### src/rtl/dma_pkg.sv
// rtl/dma_pkg.sv - DMA register map, bus park values and issuer state encoding
package dma_pkg;

    localparam logic [15:0] REG_START   = 16'h0100;
    localparam logic [15:0] REG_SRCL    = 16'h0101;
    localparam logic [15:0] REG_SRCM    = 16'h0102;
    localparam logic [15:0] REG_DSTL    = 16'h0103;
    localparam logic [15:0] REG_DSTM    = 16'h0104;
    localparam logic [15:0] REG_NUM     = 16'h0105;
    localparam logic [7:0]  START_MAGIC = 8'hFF;
    localparam logic [15:0] PARK_ADDR   = 16'h0000;
    localparam logic [7:0]  PARK_DATA   = 8'h00;
    localparam logic [2:0]  DEFAULT_G   = 3'd2;

    typedef enum logic [3:0] {
        ST_IDLE,
        ST_W_SRCL,
        ST_W_SRCM,
        ST_W_DSTL,
        ST_W_DSTM,
        ST_W_NUM,
        ST_W_START,
        ST_WAIT_IRQ,
        ST_ACK
    } issuer_state_e;

    // NUM_TRANSFER holds block count minus one; the DMA scales blocks by 2**g.
    function automatic logic [15:0] xfer_bytes(input logic [7:0] nblk, input logic [2:0] g);
        return ({8'h00, nblk} + 16'd1) << g;
    endfunction

endpackage

### src/rtl/dma_issuer_timer.sv
// rtl/dma_issuer_timer.sv - 16-bit saturating cycle counter with terminal-count compare
module dma_issuer_timer #(
    parameter logic [15:0] LIMIT = 16'hFFFF
) (
    input  logic        clk,
    input  logic        rst,
    input  logic        clr_i,
    input  logic        en_i,
    output logic [15:0] count_o,
    output logic        tc_o
);

    logic [15:0] count_q;

    always_ff @(posedge clk) begin
        if (rst || clr_i) begin
            count_q <= 16'h0000;
        end else if (en_i && (count_q != 16'hFFFF)) begin
            count_q <= count_q + 16'd1;
        end
    end

    assign count_o = count_q;
    assign tc_o    = (count_q == LIMIT);

endmodule

### src/rtl/dma_cmd_issuer.sv
// rtl/dma_cmd_issuer.sv - programs the DMA for one command, waits for irq, acks and reports
// Optional irq wait limit enabled by defining DMA_ISSUER_TIMEOUT_EN.
module dma_cmd_issuer
    import dma_pkg::*;
#(
    parameter logic [2:0]  G       = DEFAULT_G,
    parameter logic [15:0] TIMEOUT = 16'hFFFF
) (
    input  logic        clk,
    input  logic        rst,
    input  logic        cmd_valid,
    output logic        cmd_ready,
    input  logic [15:0] cmd_src,
    input  logic [15:0] cmd_dst,
    input  logic [7:0]  cmd_nblk,
    output logic [15:0] auxdaddr,
    output logic [7:0]  auxdin,
    input  logic        irq,
    output logic        ack,
    output logic        done,
    output logic [15:0] done_bytes,
    output logic [15:0] done_cycles,
    output logic        timeout_err
);

    issuer_state_e state_q, state_d;
    logic [15:0]   src_q, src_d;
    logic [15:0]   dst_q, dst_d;
    logic [7:0]    nblk_q, nblk_d;
    logic [15:0]   done_bytes_q, done_bytes_d;
    logic [15:0]   done_cycles_q, done_cycles_d;
    logic          err_q, err_d;

    logic          timer_clr, timer_en, timer_tc, timeout_hit;
    logic [15:0]   timer_count;

    // Counter is cleared in IDLE and starts in W_START so it reads 1 in the first WAIT_IRQ cycle.
    dma_issuer_timer #(.LIMIT(TIMEOUT)) u_timer (
        .clk     (clk),
        .rst     (rst),
        .clr_i   (timer_clr),
        .en_i    (timer_en),
        .count_o (timer_count),
        .tc_o    (timer_tc)
    );

`ifdef DMA_ISSUER_TIMEOUT_EN
    assign timeout_hit = timer_tc;
`else
    logic unused_tc;
    assign unused_tc   = timer_tc;
    assign timeout_hit = 1'b0;
`endif

    always_ff @(posedge clk) begin
        if (rst) begin
            state_q       <= ST_IDLE;
            src_q         <= 16'h0000;
            dst_q         <= 16'h0000;
            nblk_q        <= 8'h00;
            done_bytes_q  <= 16'h0000;
            done_cycles_q <= 16'h0000;
            err_q         <= 1'b0;
        end else begin
            state_q       <= state_d;
            src_q         <= src_d;
            dst_q         <= dst_d;
            nblk_q        <= nblk_d;
            done_bytes_q  <= done_bytes_d;
            done_cycles_q <= done_cycles_d;
            err_q         <= err_d;
        end
    end

    always_comb begin
        state_d       = state_q;
        src_d         = src_q;
        dst_d         = dst_q;
        nblk_d        = nblk_q;
        done_bytes_d  = done_bytes_q;
        done_cycles_d = done_cycles_q;
        err_d         = err_q;
        cmd_ready     = 1'b0;
        auxdaddr      = PARK_ADDR;
        auxdin        = PARK_DATA;
        ack           = 1'b0;
        done          = 1'b0;
        timer_clr     = 1'b0;
        timer_en      = 1'b0;

        case (state_q)
            ST_IDLE: begin
                cmd_ready = 1'b1;
                timer_clr = 1'b1;
                if (cmd_valid) begin
                    src_d   = cmd_src;
                    dst_d   = cmd_dst;
                    nblk_d  = cmd_nblk;
                    err_d   = 1'b0;
                    state_d = ST_W_SRCL;
                end
            end
            ST_W_SRCL: begin
                auxdaddr = REG_SRCL;
                auxdin   = src_q[7:0];
                state_d  = ST_W_SRCM;
            end
            ST_W_SRCM: begin
                auxdaddr = REG_SRCM;
                auxdin   = src_q[15:8];
                state_d  = ST_W_DSTL;
            end
            ST_W_DSTL: begin
                auxdaddr = REG_DSTL;
                auxdin   = dst_q[7:0];
                state_d  = ST_W_DSTM;
            end
            ST_W_DSTM: begin
                auxdaddr = REG_DSTM;
                auxdin   = dst_q[15:8];
                state_d  = ST_W_NUM;
            end
            ST_W_NUM: begin
                auxdaddr = REG_NUM;
                auxdin   = nblk_q;
                state_d  = ST_W_START;
            end
            ST_W_START: begin
                auxdaddr = REG_START;
                auxdin   = START_MAGIC;
                timer_en = 1'b1;
                state_d  = ST_WAIT_IRQ;
            end
            ST_WAIT_IRQ: begin
                timer_en = 1'b1;
                if (irq) begin
                    done_cycles_d = timer_count;
                    done_bytes_d  = xfer_bytes(nblk_q, G);
                    state_d       = ST_ACK;
                end else if (timeout_hit) begin
                    err_d   = 1'b1;
                    state_d = ST_ACK;
                end
            end
            ST_ACK: begin
                // A timed-out command is still acked so the DMA is released, but never reported done.
                ack     = 1'b1;
                done    = ~err_q;
                state_d = ST_IDLE;
            end
            default: begin
                state_d = ST_IDLE;
            end
        endcase
    end

    assign done_bytes  = done_bytes_q;
    assign done_cycles = done_cycles_q;
    assign timeout_err = err_q;

endmodule

### config.mk
export PLATFORM = sky130hd
export DESIGN_NAME = dma_cmd_issuer
export DESIGN_NICKNAME = d
export VERILOG_FILES = /design/src/rtl/dma_pkg.sv /design/src/rtl/dma_issuer_timer.sv /design/src/rtl/dma_cmd_issuer.sv
export SDC_FILE = /design/constraint.sdc
export NUM_CORES = 1
export LEC_CHECK = 0
export CORE_MARGIN = 2
export CORE_UTILIZATION = 50
export CTS_BUF_LIST = sky130_fd_sc_hd__clkbuf_4
export DETAILED_ROUTE_END_ITERATION = 10
export PLACE_DENSITY_LB_ADDON = 0.15
export SLEW_MARGIN = 20
export SYNTH_ARGS = -nofsm -noshare
export SYNTH_HDL_FRONTEND = slang
export SYNTH_SLANG_ARGS = --single-unit
### constraint.sdc
create_clock -name clk -period 2.25 [get_ports clk]
set_input_delay 0.5625 -clock clk [delete_from_list [all_inputs] [get_ports clk]]
set_output_delay 0.5625 -clock clk [all_outputs]
set_load 0.02 [all_outputs]
==> metrics, run 1 <==
Most common cell on crit path buf_6; die width 92.48 um; Critical Path Slowest Stage Cell dfxtp_4; number of antenna violations at the first check in global routing 0; min cycle time layout 2316 ps; grt total ovfl 0; final setup vio count 8; final std cells w/o fill 696; Mapped Area 3914 um^2; top cells by count, synth nand2_1, dfxtp_1, a21oi_1, nor2_1, buf_4; CTS tree yes; clk sinks 85; clk slew on worst S/H paths 140 ps; number of library cell types mapped by synthesis 43; synth top area cells dfxtp_1, nand2_1, a21oi_1; Crit Path Max Fanout 7; Worst path max stage delay 390 ps; layout cells sized above 1 0.1599; Yosys reg bits 85; Hold Buf Count CTS 0; Max Cap Violations 0; GP Congestion 0.9281; Top delay family on crit path buffers and inverters; final hold slack 465.0 ps; WS Path Type reg -> out; DIE HEIGHT 92.48 um; share of the synthesized area in the top cell type 0.4348; hold crit path type reg -> reg; Total Routing Usage GR 0.2548; initial core utilization 0.5118; fill cell count 696; Pwr Total 3230 uW; Post-Synthesis Cells 502; largest net degree at the start of global routing 43; sequential area share after synthesis 0.4348; Area Growth Syn to Fin 30.59%; drt drc 0; DP Wirelength 7602 um; diodes inserted 0; EDFF count, synth 0; DRT antenna net count 0; fin crit share 1.029; ys async rst share 0; first-pass GRT wire length 17300 um; arrival time worst endpoint 1750 ps; worst slack, placed -79.39 ps; status finished, violations left; critical path cell sequence buf_6, nor3_4, buf_6, a21oi_2, o221ai_2, buf_4; PwrDens 632.0 nW/um^2; detailed-route wire length 10720 um; clk root buf clkbuf_4; First-pass DRT Iterations 4; # rows 32; Via density 5.341; final worst slack -66.13 ps; Max clock buf depth 2; die footprint 8552 um^2; max-slew violation count 0; unrepaired setup endpoints after global routing yes; H-tree depth 3; layout net count 635; clk_lat worst skew 430 ps; Worst Skew 15.65 ps; DRT iter0 DRCs 184; startpoint types register; Worst VDD drop 0.3421 mV; Setup crit end kind output port; Data required, critical path 1690 ps; area of the multi-input gates 2076 um^2; Buffers on Ports 83; setup_tns -367.8 ps; final hold viol count 0; worst path bufs/invs 3; DR WL/cell 15.41 um; top_reg_cell synth dfxtp_1; Core Area 7647 um^2; register area 1712 um^2; vias post-DR 3717; Cells after DPL 680; cell taking the most area after synthesis dfxtp_1; most common cell in the netlist nand2_1; vias in the first global route 3682; total CTS buffers 9; IO Pins 104; yosys warns 0; synthesized area per cell 7.796 um^2; failing checks setup timing; FMAX 431.8 MHz; Leakage Power 0.001829 uW
==> worst register-to-register path, cell delays in order, from the launching register on <==
cell and delay (ps):
dfxtp_4 450, buf_6 180, buf_4 140, nand3b_4 110
or3_1 420, nor4_1 400, mux2i_1 220
==> cells by family after synthesis <==
family,Yosys count,synth area share
xor gates and xnor gates,6,0.01343
DFF,85,0.4348
AOI/OAI and AO/OA,113,0.1643
other,1,0.0009582
muxes,10,0.02558
and+or+nand+nor,227,0.2692
buffers and inverters,58,0.08536
adders and majority gates,2,0.006393
==> registers in the layout, indices dropped and copies added (netlist names) <==
name	cells
u_timer.count_o	16
done_bytes	9
src_q	16
nblk_q	8
dst_q	16
done_cycles	16
state_q	4
==> power breakdown <==
part / switching [uW] / total [uW] / internal, uW / leakage [uW]
clock: 551 / 1010 / 457 / 0.0000846
combinational: 336 / 590 / 254 / 0.00105
sequential: 63.1 / 1630 / 1570 / 0.000693
==> cell type report <==
type / instances / area share
clock buffers: 9 / 0.01322
clock inverters: 7 / 0.01909
inverters: 4 / 0.002938
multi-input cells: 378 / 0.4061
flip-flops and latches: 85 / 0.3349
well taps: 102 / 0.02497
repair buffers: 111 / 0.1988
==> layout by cell type (no fill, tap or decap), types with 3 or more instances in the layout <==
cell             netlist  final
nand2_1              135    134
dfxtp_1               85     81
a21oi_1               78     72
clkdlybuf4s50_1        0     67
buf_4                 26     30
nor2_1                30     28
conb_1                 1     20
mux2i_1               10     10
a211oi_1              10      9
clkbuf_4               0      9
nand3_1                8      8
or3_1                  8      8
nand4_1                7      7
o21ai_0                7      7
a21oi_2                0      6
o221ai_2               0      6
or4_1                  5      5
buf_2                  9      5
buf_6                  1      5
nor3_1                 7      4
o31ai_1                4      4
xor2_1                 4      4
inv_1                  4      3
a31oi_1                3      3
and2_1                 4      3
and4_1                 3      3
==> per-stage QoR <==
step,util,instance area [um^2]
2_1_floorplan,-,3990
3_3_place_gp,0.6338,4847
3_5_place_dp,0.6338,4847
4_1_cts,0.6582,5034
5_1_grt,0.6684,5111
6_report,0.6684,5111
==> layer usage <==
layer	wire length (um)	share of wire	global-route usage
met2	5412	0.50	0.4367
met4	200	0.019	0.09080
met3	603	0.056	0.06591
met5	0	0	0
met1	4506	0.42	0.3084
==> final timing paths <==
check | start | endpoint | slack [ps] | cells past startpoint
worst min-delay path | dst_q[5]$_SDFFE_PP0P_ | dst_q[5]$_SDFFE_PP0P_ | 460 | 2
worst max register to register | state_q[1]$_SDFFE_PP0P_ | u_timer.count_o[14]$_SDFFE_PP0P_ | 280 | 6
worst min register to register | dst_q[5]$_SDFFE_PP0P_ | dst_q[5]$_SDFFE_PP0P_ | 460 | 2
worst max-delay path | state_q[2]$_SDFFE_PP0P_ | auxdin[2] | -70 | 6
==> what timing repair did <==
| action | 4_1_cts | 5_1_grt |
|---|---|---|
| pin swaps | 2 | 10 |
| endpoints found under the setup margin | 15 | 15 |
| gates resized for setup | 64 | 48 |
| endpoints found under the hold margin | 0 | 0 |
| buffers inserted | 0 | 0 |
No activity file was read; power rests on OpenSTA's default activity.
==> run 2: changes to the inputs <==
==> constraint.sdc (replaced) <==
create_clock -name clk -period 2.5 [get_ports clk]
set_input_delay 0.625 -clock clk [delete_from_list [all_inputs] [get_ports clk]]
set_output_delay 0.625 -clock clk [all_outputs]
set_load 0.02 [all_outputs]
==> run 2 against run 1 <==
Net effect:
- the flow now finishes without violations
- clock skew is 4.3 ps lower
- combinational power is 19% lower
- sequential cell count stayed put
- wire length is 7.2% lower
- worst setup slack better by 68 ps
- critical path depth is 1 lower
- clock-buffer cell count stayed put
- clock power is 31% lower
- final cell count is 1.0% lower
- global-route usage is 1.4 points lower
- non-clock buffer count is 7 lower
- critical path type unchanged
- largest cell class unchanged
- largest power group unchanged
==> metrics, run 2 (synthesis gave the netlist of run 1 again) <==
Worst Skew 11.32 ps (was 15.65 ps); fin crit share 0.9993; WS Path Type reg -> out (unchanged); clk slew on worst S/H paths 140 ps (about the same); combinational share of power 0.181 (was 0.183); vias post-DR 3670 (was 3717); switch share 0.3104 (was 0.2942); setup_tns 0 ps (was -367.8 ps); commonest non-fill, non-tap cell in the layout nand2_1 (unchanged); PwrDens 537.5 nW/um^2 (was 632.0 nW/um^2); total CTS buffers 9 (unchanged); Setup crit end kind output port (unchanged); layout cells sized above 1 0.1073 (was 0.1599); GP Congestion 0.8928 (was 0.9281); Critical Path Slowest Stage Cell dfxtp_2 (was dfxtp_4); H-tree depth 3 (unchanged); Total Routing Usage GR 0.2411 (was 0.2548); arrival time worst endpoint 1870 ps (was 1750 ps); final setup vio count 0 (was 8); Pwr Total 2637 uW (was 3230 uW); largest net degree at the start of global routing 41 (was 43); initial core utilization 0.5118 (unchanged); worst path bufs/invs 2 (was 3); grt total ovfl 0 (unchanged); clk root buf clkbuf_4 (unchanged); DIE HEIGHT 92.48 um (unchanged); min cycle time layout 2498 ps; clock network power share 0.264 (was 0.312); first-pass GRT wire length 16250 um (was 17300 um); final hold viol count 0 (unchanged); layout net count 628 (was 635); number of antenna violations at the first check in global routing 0 (unchanged); die width 92.48 um (unchanged); vias in the first global route 3392 (was 3682); Area Growth Syn to Fin 25.35% (was 30.59%); DRT iter0 DRCs 165 (was 184); First-pass DRT Iterations 4 (unchanged); IO Pins 104 (unchanged); commonest cells after routing, fill and taps aside nand2_1, dfxtp_1, a21oi_1 (unchanged); unrepaired setup endpoints after global routing yes (unchanged); fill cell count 700 (was 696); DRT antenna net count 0 (unchanged); detailed-route wire length 9947 um (was 10720 um); final hold slack 462.6 ps (was 465.0 ps); max-slew violation count 0 (unchanged); Worst path max stage delay 390 ps (about the same); cell internal pwr 1818 uW (was 2280 uW); Worst VDD drop 0.2258 mV (was 0.3421 mV); Data required, critical path 1880 ps (was 1690 ps); Max Cap Violations 0 (unchanged); # rows 32 (unchanged); Core Area 7647 um^2 (unchanged); critical path cell sequence buf_4, and3b_1, a211oi_1, o32ai_2, clkdlybuf4s15_2 (was buf_6, nor3_4, buf_6, a21oi_2, o221ai_2, buf_4); Via density 5.327 (was 5.341); hold crit path type reg -> reg (unchanged); drt drc 0 (unchanged); Crit Path Max Fanout 10 (was 7); Leakage Power 0.001760 uW (was 0.001829 uW); clk sinks 85 (unchanged); DR WL/cell 14.44 um (was 15.41 um); startpoint types register (unchanged); Slew HR 0.5767; post-CTS setup repair buffer count 0 (unchanged); status finished clean (was finished, violations left); Top delay family on crit path buffers and inverters (unchanged); Slew @ Worst Pin 629.1 ps; FF-to-FF setup slack 530 ps (was 280 ps); DP Wirelength 7373 um (was 7602 um); Buffers on Ports 83 (unchanged); CTS tree yes (unchanged); diodes inserted 0 (unchanged); clk_lat worst skew 430 ps (about the same); FMAX 400.3 MHz; Psw 818.4 uW (was 950.2 uW); sequential share of power 0.555 (was 0.505); Max clock buf depth 2 (unchanged); die footprint 8552 um^2 (unchanged)
==> run 2: cell count changes in the layout (fill, tap and decap cells not counted), sizes merged <==
cell / change
buf: -12
bufinv: -2
clkbuf: -1
clkdlybuf4s15: +3
clkinvlp: +3
dlygate4sd2: +1
dlymetal6s2s: +2
inv: -1
==> run 2: cell type report <==
class | instances | area, um^2 | share of cell area
clock buffer | 9 | 67.56 | 0.01377
clock inverter | 7 | 51.30 | 0.01046
tap | 102 | 127.6 | 0.02601
inverter | 4 | 15.01 | 0.003060
multi-input combinational | 378 | 1977 | 0.4030
sequential | 85 | 1708 | 0.3481
timing repair buffer | 104 | 959.7 | 0.1956
==> run 2: power groups by stage <==
stage	sequential, uW	clock, uW	combinational [uW]
floorplan	1470	0	320
global placement	1490	0	481
detailed placement	1490	0	483
CTS	1460	712	473
global route	1470	784	526
finish	1460	696	477
==> run 2: repair_timing <==
item                                    in CTS  in global routing
gates cloned                                 0                  0
gates resized for setup                     48                 19
hold buffers                                 0                  0
endpoints found under the setup margin      14                 13
==> run 2: path summary, 6_finish.rpt <==
| check | from | to | cells after the start |
|---|---|---|---|
| max | state_q[1]$_SDFFE_PP0P_ | auxdin[6] | 5 |
| min reg2reg | dst_q[3]$_SDFFE_PP0P_ | dst_q[3]$_SDFFE_PP0P_ | 2 |
| min | dst_q[3]$_SDFFE_PP0P_ | dst_q[3]$_SDFFE_PP0P_ | 2 |
| max reg2reg | state_q[2]$_SDFFE_PP0P_ | nblk_q[7]$_SDFFE_PP0P_ | 8 |
==> run 2: routing by layer <==
metal | vias to the layer above | track usage | part of all wire
met5 | - | 0 | 0
met4 | 0 | 0.1095 | 0.026
met3 | 17 | 0.05858 | 0.056
met2 | 104 | 0.3960 | 0.49
met1 | 1711 | 0.2989 | 0.43
li1 | 1838 | - | -
==> run 2: worst min-delay path, cell delays in order, from the launching register on <==
cell and delay, ps:
dfxtp_1 330, nand2_1 50, a21oi_1 50
==> run 2: metrics by stage <==
step / area (um^2) / worst slack [ps] / cells / utilization
after floorplan: 3985 / 141.0 / 521 / -
after global placement: 4777 / 28.55 / 673 / 0.6247
after detailed placement: 4777 / 88.03 / 673 / 0.6247
after CTS: 4880 / 1.673 / 689 / 0.6381
after global routing: 4906 / -91.51 / 689 / 0.6415
final: 4906 / 1.638 / 689 / 0.6415
